## config.mk

```make
export PLATFORM = sky130hd
export DESIGN_NAME = cpu_mailbox
export DESIGN_NICKNAME = d
export VERILOG_FILES = /design/src/rtl/cpu_mailbox.sv
export SDC_FILE = /design/constraint.sdc
export NUM_CORES = 1
export LEC_CHECK = 0
export ABC_AREA = 1
export CAP_MARGIN = 15
export CORE_ASPECT_RATIO = 0.75
export CORE_MARGIN = 2
export CORE_UTILIZATION = 65
export DETAILED_ROUTE_END_ITERATION = 8
export DONT_BUFFER_PORTS = 1
export GPL_ROUTABILITY_DRIVEN = 0
export PLACE_DENSITY_LB_ADDON = 0.25
export SYNTH_ARGS = -nofsm -noshare
export SYNTH_HDL_FRONTEND = slang
export SYNTH_SLANG_ARGS = --single-unit
```

## constraint.sdc

```tcl
create_clock -name clk -period 4 [get_ports clk]
set_clock_uncertainty 0.15 [all_clocks]
set_input_delay 1.2 -clock clk [delete_from_list [all_inputs] [get_ports clk]]
set_output_delay 1.2 -clock clk [all_outputs]
set_load 0.01 [all_outputs]
```

## src/rtl/cpu_mailbox.sv

```systemverilog
// cpu_mailbox
//   Byte-stream mailbox between the 65C02 bus and a host-side streaming agent.
//   Two independent circular FIFOs: RX (host -> CPU) and TX (CPU -> host),
//   a 4-register CPU window and a level interrupt.
//
// Ports
//   clk, reset            single clock, synchronous active-high reset
//   en, cs, we, addr, din CPU bus strobe / select / write / register / data
//   dout                  registered read data (updates only on read access)
//   irq                   level interrupt from registered FIFO state
//   tx_data, tx_valid     TX FIFO head to the host, tx_ready from the host
//   rx_data, rx_valid     host byte into RX FIFO, rx_ready back to the host
//
// Register window (access = en && cs)
//   0 DATA    rd: pop RX (0x00 + RX_UNDERRUN if empty)  wr: push TX (drop + TX_OVERRUN if full)
//   1 STATUS  rd: {irq,0,tx_ovr,rx_und,tx_empty,rx_full,tx_not_full,rx_not_empty}
//             wr: 1 in bit 4/5 clears the sticky flag
//   2 CONTROL rd: {6'b0,tx_ie,rx_ie}  wr: [0] rx_ie, [1] tx_ie, [6] rx_flush, [7] tx_flush
//   3 LEVEL   rd: {tx_count[3:0], rx_count[3:0]}
//
// Host handshake: a transfer happens on every clk where valid && ready are
// both high. tx_valid and rx_ready depend only on registered counts (and are
// held low during reset), never on same-cycle CPU activity, so the host may
// treat them as stable for the whole cycle.

module cpu_mailbox #(
  parameter int DEPTH_BITS = 3
) (
  input  logic       clk,
  input  logic       reset,
  input  logic       en,
  input  logic       cs,
  input  logic       we,
  input  logic [1:0] addr,
  input  logic [7:0] din,
  output logic [7:0] dout,
  output logic       irq,
  output logic [7:0] tx_data,
  output logic       tx_valid,
  input  logic       tx_ready,
  input  logic [7:0] rx_data,
  input  logic       rx_valid,
  output logic       rx_ready
);

  localparam int DEPTH = 1 << DEPTH_BITS;

  typedef logic [DEPTH_BITS-1:0] ptr_t;
  typedef logic [DEPTH_BITS:0]   cnt_t;

  localparam cnt_t FULL = cnt_t'(DEPTH);

  // RX FIFO state
  logic [7:0] rx_mem_q [DEPTH];
  logic [7:0] rx_mem_d [DEPTH];
  ptr_t       rx_wr_ptr_q, rx_wr_ptr_d;
  ptr_t       rx_rd_ptr_q, rx_rd_ptr_d;
  cnt_t       rx_count_q,  rx_count_d;

  // TX FIFO state
  logic [7:0] tx_mem_q [DEPTH];
  logic [7:0] tx_mem_d [DEPTH];
  ptr_t       tx_wr_ptr_q, tx_wr_ptr_d;
  ptr_t       tx_rd_ptr_q, tx_rd_ptr_d;
  cnt_t       tx_count_q,  tx_count_d;

  // Control, sticky flags, read data
  logic       rx_ie_q,    rx_ie_d;
  logic       tx_ie_q,    tx_ie_d;
  logic       rx_under_q, rx_under_d;
  logic       tx_over_q,  tx_over_d;
  logic [7:0] dout_q,     dout_d;

  // Decoded events
  logic       rd_acc, wr_acc;
  logic       rx_push, rx_pop, rx_flush;
  logic       tx_push, tx_pop, tx_flush;
  logic       rx_empty, tx_full;
  logic [7:0] status_byte;
  logic [7:0] level_byte;

  assign rx_ready = !reset && (rx_count_q != FULL);
  assign tx_valid = !reset && (tx_count_q != '0);
  assign tx_data  = tx_mem_q[tx_rd_ptr_q];
  assign irq      = (rx_ie_q && (rx_count_q != '0)) || (tx_ie_q && (tx_count_q == '0));
  assign dout     = dout_q;

  assign rx_empty = (rx_count_q == '0);
  assign tx_full  = (tx_count_q == FULL);

  assign rd_acc   = en && cs && !we;
  assign wr_acc   = en && cs &&  we;

  // Fullness/emptiness use only registered counts, so a same-cycle pop on
  // the other side never makes room for a push in that cycle.
  assign rx_push  = rx_valid && rx_ready;
  assign rx_pop   = rd_acc && (addr == 2'd0) && !rx_empty;
  assign tx_push  = wr_acc && (addr == 2'd0) && !tx_full;
  assign tx_pop   = tx_valid && tx_ready;
  assign rx_flush = wr_acc && (addr == 2'd2) && din[6];
  assign tx_flush = wr_acc && (addr == 2'd2) && din[7];

  assign status_byte = {irq, 1'b0, tx_over_q, rx_under_q,
                        (tx_count_q == '0), (rx_count_q == FULL),
                        !tx_full, !rx_empty};
  assign level_byte  = {4'(tx_count_q), 4'(rx_count_q)};

  always_comb begin
    rx_mem_d    = rx_mem_q;
    rx_wr_ptr_d = rx_wr_ptr_q;
    rx_rd_ptr_d = rx_rd_ptr_q;
    rx_count_d  = rx_count_q + cnt_t'(rx_push) - cnt_t'(rx_pop);
    tx_mem_d    = tx_mem_q;
    tx_wr_ptr_d = tx_wr_ptr_q;
    tx_rd_ptr_d = tx_rd_ptr_q;
    tx_count_d  = tx_count_q + cnt_t'(tx_push) - cnt_t'(tx_pop);
    rx_ie_d     = rx_ie_q;
    tx_ie_d     = tx_ie_q;
    rx_under_d  = rx_under_q;
    tx_over_d   = tx_over_q;
    dout_d      = dout_q;

    // RX FIFO
    if (rx_push) begin
      rx_mem_d[rx_wr_ptr_q] = rx_data;
      rx_wr_ptr_d           = rx_wr_ptr_q + ptr_t'(1);
    end
    if (rx_pop) begin
      rx_rd_ptr_d = rx_rd_ptr_q + ptr_t'(1);
    end
    if (rx_flush) begin
      rx_wr_ptr_d = '0;
      rx_rd_ptr_d = '0;
      rx_count_d  = '0;
    end

    // TX FIFO
    if (tx_push) begin
      tx_mem_d[tx_wr_ptr_q] = din;
      tx_wr_ptr_d           = tx_wr_ptr_q + ptr_t'(1);
    end
    if (tx_pop) begin
      tx_rd_ptr_d = tx_rd_ptr_q + ptr_t'(1);
    end
    if (tx_flush) begin
      tx_wr_ptr_d = '0;
      tx_rd_ptr_d = '0;
      tx_count_d  = '0;
    end

    // Read data mux; STATUS reflects state before this cycle's updates.
    if (rd_acc) begin
      case (addr)
        2'd0:    dout_d = rx_empty ? 8'h00 : rx_mem_q[rx_rd_ptr_q];
        2'd1:    dout_d = status_byte;
        2'd2:    dout_d = {6'b0, tx_ie_q, rx_ie_q};
        default: dout_d = level_byte;
      endcase
    end

    if (wr_acc && (addr == 2'd2)) begin
      rx_ie_d = din[0];
      tx_ie_d = din[1];
    end

    // Sticky flags: clears first so that a same-cycle set wins.
    if (wr_acc && (addr == 2'd1)) begin
      if (din[4]) rx_under_d = 1'b0;
      if (din[5]) tx_over_d  = 1'b0;
    end
    if (rd_acc && (addr == 2'd0) && rx_empty) rx_under_d = 1'b1;
    if (wr_acc && (addr == 2'd0) && tx_full)  tx_over_d  = 1'b1;
  end

  // Storage arrays carry no reset; pointers and counts define their contents.
  always_ff @(posedge clk) begin
    rx_mem_q <= rx_mem_d;
    tx_mem_q <= tx_mem_d;
  end

  always_ff @(posedge clk) begin
    if (reset) begin
      rx_wr_ptr_q <= '0;
      rx_rd_ptr_q <= '0;
      rx_count_q  <= '0;
      tx_wr_ptr_q <= '0;
      tx_rd_ptr_q <= '0;
      tx_count_q  <= '0;
      rx_ie_q     <= 1'b0;
      tx_ie_q     <= 1'b0;
      rx_under_q  <= 1'b0;
      tx_over_q   <= 1'b0;
      dout_q      <= 8'h00;
    end else begin
      rx_wr_ptr_q <= rx_wr_ptr_d;
      rx_rd_ptr_q <= rx_rd_ptr_d;
      rx_count_q  <= rx_count_d;
      tx_wr_ptr_q <= tx_wr_ptr_d;
      tx_rd_ptr_q <= tx_rd_ptr_d;
      tx_count_q  <= tx_count_d;
      rx_ie_q     <= rx_ie_d;
      tx_ie_q     <= tx_ie_d;
      rx_under_q  <= rx_under_d;
      tx_over_q   <= tx_over_d;
      dout_q      <= dout_d;
    end
  end

endmodule

```

==> out/results.ini <==
[status]
outcome = finished, final reports clean

[die]
io_pins = 44
die_x_um = 124
fp.dieH_um = 94.2
coreArea_um2 = 10400
initial_core_util = 0.677
fp.dieArea_um2 = 11700
num_rows = 32

[global_routing]
grt_use_met3 = 0.0831
grt_antenna_before_repair = 0
grt_pass1_vias = 4663
grtUsageTotal = 0.274
globalRouteMet2Util = 0.410
grt_overflow = 0
grt_max_degree = 35
grt_pass1_wl_mm = 24.1
use_met1 = 0.381
grt_most_used_layer = met2

[drt]
ant_nets = 0
drc = 0
drtIter0Drc = 514
dr.pass1.iters = 5
via_per_inst = 5.82
wirelength_mm = 15.2
routedWlPerCell_um = 18.1
via_count = 4873

[worst_setup_path]
worstSetupStartpoint = tx_rd_ptr_q[1]
cp-endpoint = tx_data[5]
worstPathArrival_ns = 2.10
start_kind = register
cp_data_required_time_ns = 2.65
reg2reg_setup_slack_ns = 1.12
reg2reg_depth = 12
reg2reg_from = tx_count_q[2]
worst_setup_path_end_kind = output port
reg2reg_to = tx_count_q[2]
timing_worst_setup_path_type = register to output port
crit_fanout = 30

[final_layout]
num_antenna_cells = 0
final_common_cell = nand2_1
n_fill_cell = 684
multi_input_area_um2 = 2120
seqCellArea_um2 = 4480
mostFrequentLayoutCells = 149 x nand2_1, 128 x edfxtp_1, 91 x nor2_1
drive_gt1_frac = 0.0983
area_delta_synth_final_pct = 10.2
fin_nets = 733

[placed_design]
io_buffers = 0
post-dp-hpwl_mm = 10.1

[yosys]
seq_area_frac_synth = 0.637
ys.flop_type = edfxtp_1
yosys_warnings = 0
synth-edff-count = 128
synthArstFlopShare = 0
ys_types = 39
syn_inst = 682
synth_seq_cells = 160
syn-num-nets = 725
synth_area_leaders = edfxtp_1 55%, dfxtp_1 9.1%, nand2_1 7.9%
yosys.area.top_type = edfxtp_1
synth_top_area_share = 0.546
avgSynthCellArea_um2 = 10.3
synth_area_um2 = 7040

[pwr]
irDropWorstVdd_mv = 0.322
powerDensity_nw_per_um2 = 515
power.leakage_nw = 2.99
finalPower_mw = 4.00

[sta]
worst_slew_pin_slew_ns = 0.981
relSlewSlack = 0.345
setup_viol = 0
max_freq_ghz = 0.290
fin_tns_setup_ns = 0
slew_viol_final = 0
fin_crit_ns = 3.45
rsz0062_at_grt = no
post-route-period-util = 0.862
hold_viol_final = 0

[clocking]
cts_tree = built
cts_root_buf = clkbuf_16
cts_setup_buffers = 0
clk_latency_ns = 0.42
clock-sinks = 160
cts_resized = 0
hold_buffers = 0
htreeDepth = 4
cts_buffers = 17
cts_buffer_depth = 2
path_clk_slew_ns = 0.06

[job]
drv_cap = 0

[min_path]
hold_class = register to register

## stage by stage
| stage | instances | hold WS, ns | instance area (um2) | util | worst slack, ns |
|---|---|---|---|---|---|
| floorplan | 682 | 0.289 | 7040 | - | 0.958 |
| global placement | 807 | 0.297 | 7170 | 0.689 | 0.698 |
| detailed placement | 807 | 0.302 | 7170 | 0.689 | 0.642 |
| CTS | 838 | 0.311 | 7760 | 0.746 | 0.558 |
| global route | 838 | 0.336 | 7760 | 0.746 | 0.376 |
| finish | 838 | 0.320 | 7760 | 0.746 | 0.551 |
## synth_stat cells (7+ instances only)
cell type,n
nor2_1,91
buf_2,10
inv_2,7
nand2_1,149
ha_1,16
inv_1,71
o32ai_1,16
edfxtp_1,128
o21ai_0,33
buf_4,7
nand3_1,51
a21oi_1,23
dfxtp_1,32
## final cells by class
type | count | share of cell area
clock buffers | 18 | 0.0553
clock inverters | 13 | 0.0208
inverters | 81 | 0.0395
multi-input cells | 417 | 0.272
flip-flops and latches | 160 | 0.578
well taps | 136 | 0.0219
repair buffers | 13 | 0.0126
## how the worst min path moves through the flow
stage	start	end	slack [ns]	depth (start not counted)
floorplan	tx_over_q	tx_over_q	0.29	2
global placement	tx_over_q	tx_over_q	0.30	2
detailed placement	tx_over_q	tx_over_q	0.30	2
CTS	tx_over_q	tx_over_q	0.31	2
global route	tx_over_q	tx_over_q	0.34	2
finish	tx_over_q	tx_over_q	0.32	2
## worst max-delay path, stage by stage (launching register included)
cell,delay [ns]
dfxtp_1,0.96
o21ai_0,0.26
o32ai_1,0.21
nand2_1,0.10
nand2_1,0.14
## state kept, by name (all words and copies together), names as in the netlist
| name | count |
|---|---|
| dout | 8 |
| rx_count_q | 4 |
| rx_ie_q | 1 |
| rx_mem_q | 64 |
| rx_rd_ptr_q | 3 |
| rx_under_q | 1 |
| rx_wr_ptr_q | 3 |
| tx_count_q | 4 |
| tx_ie_q | 1 |
| tx_mem_q | 64 |
| tx_over_q | 1 |
| tx_rd_ptr_q | 3 |
| tx_wr_ptr_q | 3 |
## cells by family (layout without fill, tap and decap cells)
| logic type | Yosys count | count (layout) | share of synthesized area |
|---|---|---|---|
| AOI/OAI and AO/OA | 81 | 81 | 0.0709 |
| xor gates and xnor gates | 2 | 2 | 0.00249 |
| adders and majority gates | 18 | 18 | 0.0341 |
| buffers and inverters | 105 | 125 | 0.0631 |
| DFF | 160 | 160 | 0.637 |
| and+or+nand+nor | 316 | 316 | 0.193 |
## power by group
part / switching [mW] / total, mW / leakage, nW / internal (mW)
combinational: 0.315 / 0.480 / 1.29 / 0.165
sequential: 0.0406 / 1.89 / 1.41 / 1.85
clock: 0.645 / 1.62 / 0.282 / 0.979
## layer usage
metal,share of wire,wire (um)
met5,0,0
met1,0.42,6450
met4,0.016,243
met3,0.12,1760
met2,0.44,6730
(Power assumes the default switching activity.)
